===== src/rtl/rob_pkg.sv =====
// Shared types and default widths for the ROB commit path.
// The default widths also seed the parameters of rob_commit_ctrl.
package rob_pkg;

  localparam int unsigned RobSizeDef     = 8;
  localparam int unsigned RegAddrSizeDef = 5;
  localparam int unsigned DataWidthDef   = 32;

  typedef struct packed {
    logic                      valid;
    logic                      done;
    logic                      exc;
    logic [RegAddrSizeDef-1:0] dest;
    logic [DataWidthDef-1:0]   data;
  } robEntry_t;

  typedef enum logic [1:0] {
    StIdle   = 2'd0,
    StCommit = 2'd1,
    StFlush  = 2'd2
  } commitState_t;

endpackage


===== src/rtl/rob_entry_array.sv =====
// ROB entry storage: alloc and CDB write ports, global clear, one async read port.
// Write priority per entry is clear > alloc > (retire, CDB).
module rob_entry_array
  import rob_pkg::*;
#(
  parameter int unsigned Depth = RobSizeDef,
  parameter int unsigned AddrW = $clog2(Depth),
  parameter int unsigned DestW = RegAddrSizeDef,
  parameter int unsigned DataW = DataWidthDef
) (
  input  logic             clk_i,
  input  logic             rst_ni,
  input  logic             alloc_i,
  input  logic [AddrW-1:0] alloc_idx_i,
  input  logic [DestW-1:0] alloc_dest_i,
  input  logic             cdb_valid_i,
  input  logic [AddrW-1:0] cdb_tag_i,
  input  logic [DataW-1:0] cdb_data_i,
  input  logic             cdb_exc_i,
  input  logic             retire_i,
  input  logic [AddrW-1:0] retire_idx_i,
  input  logic             clear_i,
  input  logic [AddrW-1:0] rd_idx_i,
  output logic             rd_valid_o,
  output logic             rd_done_o,
  output logic             rd_exc_o,
  output logic [DestW-1:0] rd_dest_o,
  output logic [DataW-1:0] rd_data_o
);

  logic [Depth-1:0] valid_q;
  logic [Depth-1:0] done_q;
  logic [Depth-1:0] exc_q;
  logic [DestW-1:0] dest_q [Depth];
  logic [DataW-1:0] data_q [Depth];

  always_ff @(posedge clk_i or negedge rst_ni) begin
    if (!rst_ni) begin
      valid_q <= '0;
      done_q  <= '0;
      exc_q   <= '0;
    end else if (clear_i) begin
      valid_q <= '0;
      done_q  <= '0;
      exc_q   <= '0;
    end else begin
      for (int i = 0; i < Depth; i++) begin
        if (alloc_i && alloc_idx_i == AddrW'(i)) begin
          valid_q[i] <= 1'b1;
          done_q[i]  <= 1'b0;
          exc_q[i]   <= 1'b0;
        end else begin
          if (retire_i && retire_idx_i == AddrW'(i)) begin
            valid_q[i] <= 1'b0;
          end
          if (cdb_valid_i && cdb_tag_i == AddrW'(i) && valid_q[i]) begin
            done_q[i] <= 1'b1;
            exc_q[i]  <= cdb_exc_i;
          end
        end
      end
    end
  end

  // Payload needs no reset: it is only observed behind valid/done.
  always_ff @(posedge clk_i) begin
    for (int i = 0; i < Depth; i++) begin
      if (alloc_i && alloc_idx_i == AddrW'(i)) begin
        dest_q[i] <= alloc_dest_i;
      end else if (cdb_valid_i && cdb_tag_i == AddrW'(i) && valid_q[i]) begin
        data_q[i] <= cdb_data_i;
      end
    end
  end

  assign rd_valid_o = valid_q[rd_idx_i];
  assign rd_done_o  = done_q[rd_idx_i];
  assign rd_exc_o   = exc_q[rd_idx_i];
  assign rd_dest_o  = dest_q[rd_idx_i];
  assign rd_data_o  = data_q[rd_idx_i];

endmodule


===== src/rtl/rob_commit_ctrl.sv =====
// In-order ROB retire engine: offers the head entry to the register file or flushes on exception.
// Define ROB_COMMIT_BYPASS_EN to forward a CDB result for the head straight into the commit offer.
module rob_commit_ctrl
  import rob_pkg::*;
#(
  parameter int unsigned ROBsize     = RobSizeDef,
  parameter int unsigned addrSize    = $clog2(ROBsize),
  parameter int unsigned regAddrSize = RegAddrSizeDef,
  parameter int unsigned dataWidth   = DataWidthDef
) (
  input  logic                   clk_i,
  input  logic                   reset_n_i,
  input  logic                   alloc_i,
  input  logic [addrSize-1:0]    allocTail_i,
  input  logic [regAddrSize-1:0] allocDest_i,
  input  logic                   cdbValid_i,
  input  logic [addrSize-1:0]    cdbTag_i,
  input  logic [dataWidth-1:0]   cdbData_i,
  input  logic                   cdbExc_i,
  input  logic [addrSize-1:0]    head_i,
  input  logic                   commitReady_i,
  output logic                   commitValid_o,
  output logic [regAddrSize-1:0] commitDest_o,
  output logic [dataWidth-1:0]   commitData_o,
  output logic [addrSize-1:0]    commitTag_o,
  output logic                   updateHead_o,
  output logic                   flush_o,
  output logic [1:0]             state_o
);

  commitState_t           state_q;
  logic                   commit_valid_q;
  logic                   flush_q;
  logic [regAddrSize-1:0] dest_q;
  logic [dataWidth-1:0]   data_q;
  logic [addrSize-1:0]    tag_q;

  logic                   head_valid;
  logic                   head_done;
  logic                   head_exc;
  logic [regAddrSize-1:0] head_dest;
  logic [dataWidth-1:0]   head_data;
  logic                   handshake;
  logic                   head_ready;
  logic                   bypass_hit;

  rob_entry_array #(
    .Depth(ROBsize),
    .AddrW(addrSize),
    .DestW(regAddrSize),
    .DataW(dataWidth)
  ) u_entries (
    .clk_i       (clk_i),
    .rst_ni      (reset_n_i),
    .alloc_i     (alloc_i),
    .alloc_idx_i (allocTail_i),
    .alloc_dest_i(allocDest_i),
    .cdb_valid_i (cdbValid_i),
    .cdb_tag_i   (cdbTag_i),
    .cdb_data_i  (cdbData_i),
    .cdb_exc_i   (cdbExc_i),
    .retire_i    (handshake),
    .retire_idx_i(tag_q),
    .clear_i     (flush_q),
    .rd_idx_i    (head_i),
    .rd_valid_o  (head_valid),
    .rd_done_o   (head_done),
    .rd_exc_o    (head_exc),
    .rd_dest_o   (head_dest),
    .rd_data_o   (head_data)
  );

  assign handshake  = commit_valid_q & commitReady_i;
  assign head_ready = head_valid & head_done;

`ifdef ROB_COMMIT_BYPASS_EN
  // A same-edge alloc to the head replaces the entry, so the CDB result must not be forwarded.
  assign bypass_hit = cdbValid_i && (cdbTag_i == head_i) && head_valid && !cdbExc_i &&
                      !(alloc_i && (allocTail_i == head_i));
`else
  assign bypass_hit = 1'b0;
`endif

  always_ff @(posedge clk_i or negedge reset_n_i) begin
    if (!reset_n_i) begin
      state_q        <= StIdle;
      commit_valid_q <= 1'b0;
      flush_q        <= 1'b0;
      dest_q         <= '0;
      data_q         <= '0;
      tag_q          <= '0;
    end else begin
      flush_q <= 1'b0;
      unique case (state_q)
        StIdle: begin
          if (head_ready && !head_exc) begin
            state_q        <= StCommit;
            commit_valid_q <= 1'b1;
            dest_q         <= head_dest;
            data_q         <= head_data;
            tag_q          <= head_i;
          end else if (head_ready) begin
            state_q <= StFlush;
            flush_q <= 1'b1;
          end else if (bypass_hit) begin
            state_q        <= StCommit;
            commit_valid_q <= 1'b1;
            dest_q         <= head_dest;
            data_q         <= cdbData_i;
            tag_q          <= head_i;
          end
        end
        StCommit: begin
          if (commitReady_i) begin
            state_q        <= StIdle;
            commit_valid_q <= 1'b0;
          end
        end
        StFlush: begin
          state_q <= StIdle;
        end
        default: begin
          state_q <= StIdle;
        end
      endcase
    end
  end

  assign commitValid_o = commit_valid_q;
  assign commitDest_o  = dest_q;
  assign commitData_o  = data_q;
  assign commitTag_o   = tag_q;
  assign updateHead_o  = handshake;
  assign flush_o       = flush_q;
  assign state_o       = state_q;

endmodule


===== config.mk =====
export PLATFORM = sky130hd
export DESIGN_NAME = rob_commit_ctrl
export DESIGN_NICKNAME = d
export VERILOG_FILES = /design/src/rtl/rob_pkg.sv /design/src/rtl/rob_entry_array.sv /design/src/rtl/rob_commit_ctrl.sv
export SDC_FILE = /design/constraint.sdc
export NUM_CORES = 1
export LEC_CHECK = 0
export ABC_AREA = 1
export CAP_MARGIN = 20
export CORE_ASPECT_RATIO = 2
export CORE_MARGIN = 10
export CORE_UTILIZATION = 40
export DETAILED_ROUTE_END_ITERATION = 6
export HOLD_SLACK_MARGIN = 0.06
export PLACE_DENSITY = 0.65
export SLEW_MARGIN = 15
export SYNTH_ARGS = -nofsm -noshare
export SYNTH_HDL_FRONTEND = slang
export SYNTH_SLANG_ARGS = --single-unit

===== constraint.sdc =====
create_clock -name clk_i -period 3.5 [get_ports clk_i]
set_input_delay 1.05 -clock clk_i [delete_from_list [all_inputs] [get_ports clk_i]]
set_output_delay 1.05 -clock clk_i [all_outputs]
set_load 0.01 [all_outputs]

==> results of run 1 <==
routing by layer:
layer	up-vias	track usage [%]	wire length, um
met2	302	29.29	19380
met1	4753	17.92	13840
met3	65	2.630	2191
li1	4414	-	-
met4	6	6.377	955
met5	-	0	30
Yosys cell counts:
cell / number
nand3_1: 27
dfrtp_1: 68
buf_6: 4
o21ai_0: 153
nand4_1: 4
nand2_1: 266
o31ai_1: 1
buf_1: 1
nor2_1: 193
inv_1: 37
a21oi_1: 14
o22ai_1: 74
nand2_2: 1
nand3_4: 1
clkbuf_1: 41
o21a_1: 1
buf_2: 19
edfxtp_1: 296
nor3_1: 2
a211oi_1: 5
buf_4: 2
inv_4: 1
o21ai_1: 1
kinds of logic after synthesis:
logic type,synth area share [%]
simple gates,13.38
flops,73.95
buf+inv,3.198
compound gates,9.471
final timing paths:
kind | startpoint | to | slack, ns | cells after the start
setup / recovery | commitReady_i | updateHead_o | 0.21 | 4
hold / removal | commitDest_o[3]$_DFFE_PN0P_ | commitDest_o[3]$_DFFE_PN0P_ | 0.48 | 2
setup reg to reg | u_entries.exc_q[5]$_DFFE_PN0P_ | commitDest_o[1]$_DFFE_PN0P_ | 1.73 | 9
hold reg to reg | commitDest_o[3]$_DFFE_PN0P_ | commitDest_o[3]$_DFFE_PN0P_ | 0.48 | 2
max in group asynchronous | reset_n_i | commitValid_o$_DFFE_PN0P_ | 2.18 | 1
min in group asynchronous | reset_n_i | commitData_o[2]$_DFFE_PN0P_ | 0.63 | 1
power by group:
group | leakage [uW] | total (uW) | internal, uW | switching [uW]
registers | 0.00354 | 5380 | 5120 | 261
clock network | 0.000484 | 3410 | 1920 | 1500
logic | 0.00218 | 1630 | 741 | 887
worst max-delay path, delay by kind of cell:
kind                   cells  cell delay (ns)
buffers and inverters      3             1.10
AND/OR/NAND/NOR            1             0.09
sequential cells by signal, indices dropped and copies added, names as in the netlist:
name,cells
commitData_o,32
commitDest_o,5
commitTag_o,3
commitValid_o,1
flush_o,1
state_o,2
u_entries.data_q,256
u_entries.dest_q,40
u_entries.done_q,8
u_entries.exc_q,8
u_entries.valid_q,8
final cells by class:
type / instances / area share (%)
flip-flops and latches: 364 / 62.67
clock inverters: 18 / 1.140
repair buffers: 122 / 7.493
inverters: 38 / 0.8738
well taps: 450 / 3.332
clock buffers: 38 / 4.746
diodes: 1 / 0.01481
multi-input cells: 743 / 19.73
through the flow:
| stage | worst slack (ns) | utilization (%) | power [uW] |
|---|---|---|---|
| finish | 0.2102 | 47.52 | 10420 |
| global route | 0.1593 | 47.52 | 10880 |
| CTS | 0.1938 | 47.51 | 10530 |
| detailed placement | 0.2018 | 44.71 | 7132 |
| global placement | 0.1959 | 44.71 | 7091 |
| floorplan | 0.3690 | - | 6183 |
layout by cell type, fill, tap and decap left out, drive strengths merged, types with 2 or more instances in the layout:
cell / synthesis / final
edfxtp: 296 / 296
nand2: 267 / 267
nor2: 193 / 193
o21ai: 154 / 154
clkdlybuf4s50: 0 / 92
o22ai: 74 / 74
dfrtp: 68 / 68
inv: 38 / 38
clkbuf: 41 / 38
buf: 26 / 30
nand3: 28 / 28
a21oi: 14 / 14
clkinv: 0 / 13
a211oi: 5 / 5
nand4: 4 / 4
bufinv: 0 / 4
nor3: 2 / 2
==> flow_metrics.env, run 1 <==
export IMPL_gp_congestion=0.8323
export IMPL_grt_max_degree=147
export IMPL_rsz0062_at_grt="no"
export IMPL_num_fill_cells=3138
export IMPL_hold_buffers=0
export IMPL_drc=0
export IMPL_max_freq_mhz=304.0
export IMPL_dr_pass1_iters=6
export IMPL_routed_wl_um=36400
export IMPL_nNetsFinal=1351
export IMPL_worst_ep_arrival_time_ns=2.24
export IMPL_max_slew_margin_pct=32.88
export IMPL_powerDensity_nw_per_um2=616.9
export IMPL_vias=9540
export IMPL_critPathKind="in -> out"
export IMPL_cp_common_cell="clkdlybuf4s50_1"
export IMPL_fin_tns_setup_ns=0
export IMPL_clock_sinks=364
export IMPL_synth_cells=1212
export IMPL_multi_input_area_um2=3333
export IMPL_cts_root_buf="clkbuf_16"
export IMPL_core_um2=35560
export IMPL_initial_utilization_pct=40.27
export IMPL_slew_viol_final=0
export IMPL_worst_setup_path_end_kind="primary output"
export IMPL_dp_hpwl_um=20780
export IMPL_critPathSlowestCell="clkdlybuf4s50_1"
export IMPL_syn_nets=1264
export IMPL_num_rows=98
export IMPL_syn2layout_area_growth_pct=17.99
export IMPL_first_global_vias=9728
export IMPL_tightest_slew_ns=1.007
export IMPL_numCtsBuffers=30
export IMPL_max_cap_violations=0
export IMPL_critical_path_max_stage_delay_ns=0.54
export IMPL_ys_top_cells_by_area="edfxtp_1 62%, dfrtp_1 12%, nand2_1 7.0%, o21ai_0 5.3%, nor2_1 5.1%"
export IMPL_ys_warn_count=0
export IMPL_antenna_found_initial=4
export IMPL_post_route_cells_drive_above_1_share_pct=6.576
export IMPL_leakage_uw=0.006203
export IMPL_synth_area_um2=14320
export IMPL_die_h_um=287.6
export IMPL_ctsResizeCount=0
export IMPL_wl_per_cell_um=20.52
export IMPL_startpoint_type="input port"
export IMPL_yosysUniqueCellTypes=23
export IMPL_register_area_um2=10590
export IMPL_grt_overflow=0
export IMPL_setup_viol=0
export IMPL_clock_path_buffers=3
export IMPL_grt_usage_pct=15.97
export IMPL_routed_via_density=5.378
export IMPL_avgSynthCellArea_um2=11.82
export IMPL_dp_cells=1717
export IMPL_synth_top_cell_area_share_pct=62.07
export IMPL_first_iter_violations=791
export IMPL_cts_clk_slew_worst_paths_ns=0.07
export IMPL_fin_crit_sh_pct=93.99
export IMPL_required_ns=2.45
export IMPL_synth_seq_area_share_pct=73.95
export IMPL_vdd_drop_max_mv=0.4320
export IMPL_grt_pass1_wl_um=56140
export IMPL_final_cells=1774
export IMPL_fin_hold_ws_ns=0.4798
export IMPL_postLayoutCellArea_um2=16900
export IMPL_finalCriticalPeriod_ns=3.290
export IMPL_cts_setup_buffers=0
export IMPL_cp_max_fo=3
export IMPL_hold_class="reg -> reg"
export IMPL_cts_tree="done"
export IMPL_final_antenna_net_count=0
export IMPL_outcome="complete, no violations"
export IMPL_die_area_um2=44230
export IMPL_yosysTopAreaCell="edfxtp_1"
export IMPL_hold_viol_final=0
export IMPL_clkLatencyLatePin_ns=0.57
export IMPL_die_w_um=153.8
export IMPL_fin_skew_ns=0.01291
export IMPL_crit_chain="clkdlybuf4s50_1 -> nand2_1 -> inv_1 -> clkdlybuf4s50_1"
export IMPL_ys_ff_latch=364
export IMPL_dpl_instance_area_um2=15900
export IMPL_port_buffers=96
export IMPL_pin_count=97
export IMPL_htreeDepth=1
No activity file was read; power rests on OpenSTA's default activity.
==> run 2, diff against run 1 <==
--- a/config.mk
+++ b/config.mk
@@ -9,10 +9,10 @@
 export CAP_MARGIN = 20
 export CORE_ASPECT_RATIO = 2
 export CORE_MARGIN = 10
-export CORE_UTILIZATION = 40
+export CORE_UTILIZATION = 60
 export DETAILED_ROUTE_END_ITERATION = 6
 export HOLD_SLACK_MARGIN = 0.06
-export PLACE_DENSITY = 0.65
+export PLACE_DENSITY = 0.88
 export SLEW_MARGIN = 15
 export SYNTH_ARGS = -nofsm -noshare
 export SYNTH_HDL_FRONTEND = slang
==> flow_metrics.env, run 2 (same netlist as run 1, synthesis figures left out) <==
export IMPL_seq_power_share_pct=51.1
export IMPL_p_int_uw=7870
export IMPL_required_ns=2.45
export IMPL_dp_slack_ns=0.2103
export IMPL_crit_chain="clkdlybuf4s50_1 -> nand2_1 -> inv_1 -> clkdlybuf4s50_1"
export IMPL_critical_path_max_stage_delay_ns=0.53
export IMPL_startpoint_type="input port"
export IMPL_worst_setup_path_end_kind="primary output"
export IMPL_cts_root_buf="clkbuf_16"
export IMPL_fin_crit_sh_pct=93.78
export IMPL_die_h_um=238.5
export IMPL_slew_viol_final=0
export IMPL_swShare_pct=24.99
export IMPL_core_um2=23720
export IMPL_routed_wl_um=35710
export IMPL_critPathKind="in -> out"
export IMPL_finalCriticalPeriod_ns=3.282
export IMPL_setup_viol=0
export IMPL_finalWorstSetupSlack_ns=0.2176
export IMPL_max_cap_violations=0
export IMPL_dr_pass1_iters=6
export IMPL_initial_utilization_pct=60.37
export IMPL_hold_buffers=0
export IMPL_path_delay_family="buffers and inverters"
export IMPL_hold_class="reg -> reg"
export IMPL_largest_register="u_entries.data_q"
export IMPL_num_rows=80
export IMPL_fin_skew_ns=0.01436
export IMPL_hold_start="commitData_o[18]$_DFFE_PN0P_"
export IMPL_max_slew_margin_pct=38.51
export IMPL_die_area_um2=30820
export IMPL_crit_start="commitReady_i"
export IMPL_dpl_instance_area_um2=15720
export IMPL_dp_hpwl_um=20110
export IMPL_port_buffers=96
export IMPL_cp_max_fo=3
export IMPL_switchingPower_uw=2622
export IMPL_grt_pass1_wl_um=54280
export IMPL_leakage_uw=0.006214
export IMPL_clkLatencyLatePin_ns=0.56
export IMPL_final_antenna_net_count=0
export IMPL_cts_tree="done"
export IMPL_postLayoutCellArea_um2=16740
export IMPL_clock_sinks=364
export IMPL_die_w_um=129.2
export IMPL_r2r_start="u_entries.exc_q[1]$_DFFE_PN0P_"
export IMPL_critPathSlowestCell="clkdlybuf4s50_1"
export IMPL_layout_commonest_cell="edfxtp_1"
export IMPL_routed_via_density=6.171
export IMPL_gp_congestion=0.8466
export IMPL_numCtsBuffers=29
export IMPL_htreeDepth=1
export IMPL_fin_tns_setup_ns=0
export IMPL_syn2layout_area_growth_pct=16.88
export IMPL_p_total_uw=10490
export IMPL_cp_common_cell="clkdlybuf4s50_1"
export IMPL_wl_per_cell_um=22.16
export IMPL_grt_max_degree=133
export IMPL_first_iter_violations=1262
export IMPL_clock_path_buffers=3
export IMPL_clockPowerShare_pct=33.3
export IMPL_powerDensity_nw_per_um2=626.8
export IMPL_hold_viol_final=0
export IMPL_p_comb_share_pct=15.6
export IMPL_largest_reg_flops=256
export IMPL_max_freq_mhz=304.7
export IMPL_cp_num_buf_inv=3
export IMPL_post_route_cells_drive_above_1_share_pct=6.657
export IMPL_tightest_slew_ns=0.9223
export IMPL_pin_count=97
export IMPL_final_cell_mix="296 x edfxtp_1, 266 x nand2_1, 185 x nor2_1"
export IMPL_worst_ep_arrival_time_ns=2.23
export IMPL_drc=0
export IMPL_num_fill_cells=1478
export IMPL_vias=9942
export IMPL_antenna_found_initial=2
export IMPL_grt_overflow=0
export IMPL_grt_usage_pct=22.68
export IMPL_rsz0062_at_grt="no"
export IMPL_cts_clk_slew_worst_paths_ns=0.07
export IMPL_nNetsFinal=1352
export IMPL_outcome="complete, no violations"
export IMPL_first_global_vias=9956
export IMPL_cts_setup_buffers=0
export IMPL_ctsResizeCount=0
export IMPL_vdd_drop_max_mv=0.4429
[run 2: cell count changes in the layout (fill, tap and decap cells not counted), sizes merged]
cell	change
clkinv	-8
clkbuf	+3
clkinvlp	+2
buf	+1
bufinv	+1
clkdlybuf4s50	+1
diode	+1
inv	-1
[run 2: area by class of cell]
| type | instances | area (um2) | area share, % |
|---|---|---|---|
| antenna | 2 | 5.005 | 0.02990 |
| clock buffer | 41 | 820.8 | 4.904 |
| clock inverter | 12 | 196.4 | 1.174 |
| inverter | 38 | 147.6 | 0.8820 |
| multi-input combinational | 743 | 3333 | 19.91 |
| sequential | 364 | 10590 | 63.27 |
| tap | 287 | 359.1 | 2.145 |
| timing repair buffer | 124 | 1286 | 7.684 |
[run 2: per-layer routing]
metal | GRT usage, % | up-vias | share of wire [%]
li1 | - | 4413 | -
met1 | 25.92 | 4786 | 34
met2 | 40.73 | 632 | 53
met3 | 2.931 | 111 | 8.5
met4 | 10.50 | 0 | 4.1
met5 | 0 | - | 0
[run 2: worst min-delay path, cell delays in order (launching register included)]
cell and delay (ns):
dfrtp_1 0.34, nand2_1 0.05, nand2_1 0.05
[run 2: power groups by stage]
stage,combinational [uW],clock (uW),sequential (uW)
3_5_place_dp,1630,0,5450
4_1_cts,1650,3500,5360
3_3_place_gp,1580,0,5430
6_report,1640,3490,5360
5_1_grt,1780,3690,5400
2_1_floorplan,664,0,5520
[run 2: final timing paths]
check | slack (ns) | depth (start not counted) | end
min in group asynchronous | 0.62 | 1 | commitData_o[1]$_DFFE_PN0P_
hold / removal | 0.48 | 2 | commitData_o[18]$_DFFE_PN0P_
max in group asynchronous | 2.27 | 1 | commitData_o[10]$_DFFE_PN0P_
setup / recovery | 0.22 | 4 | updateHead_o
setup reg to reg | 1.73 | 9 | commitDest_o[3]$_DFFE_PN0P_
hold reg to reg | 0.48 | 2 | commitData_o[18]$_DFFE_PN0P_
[run 2: per-stage QoR]
stage,util [%],hold WS [ns],cells
4_1_cts,70.54,0.4840,1609
2_1_floorplan,-,0.4644,1212
5_1_grt,70.56,0.4962,1611
3_3_place_gp,66.25,0.4625,1556
3_5_place_dp,66.25,0.4661,1556
6_report,70.56,0.4811,1611
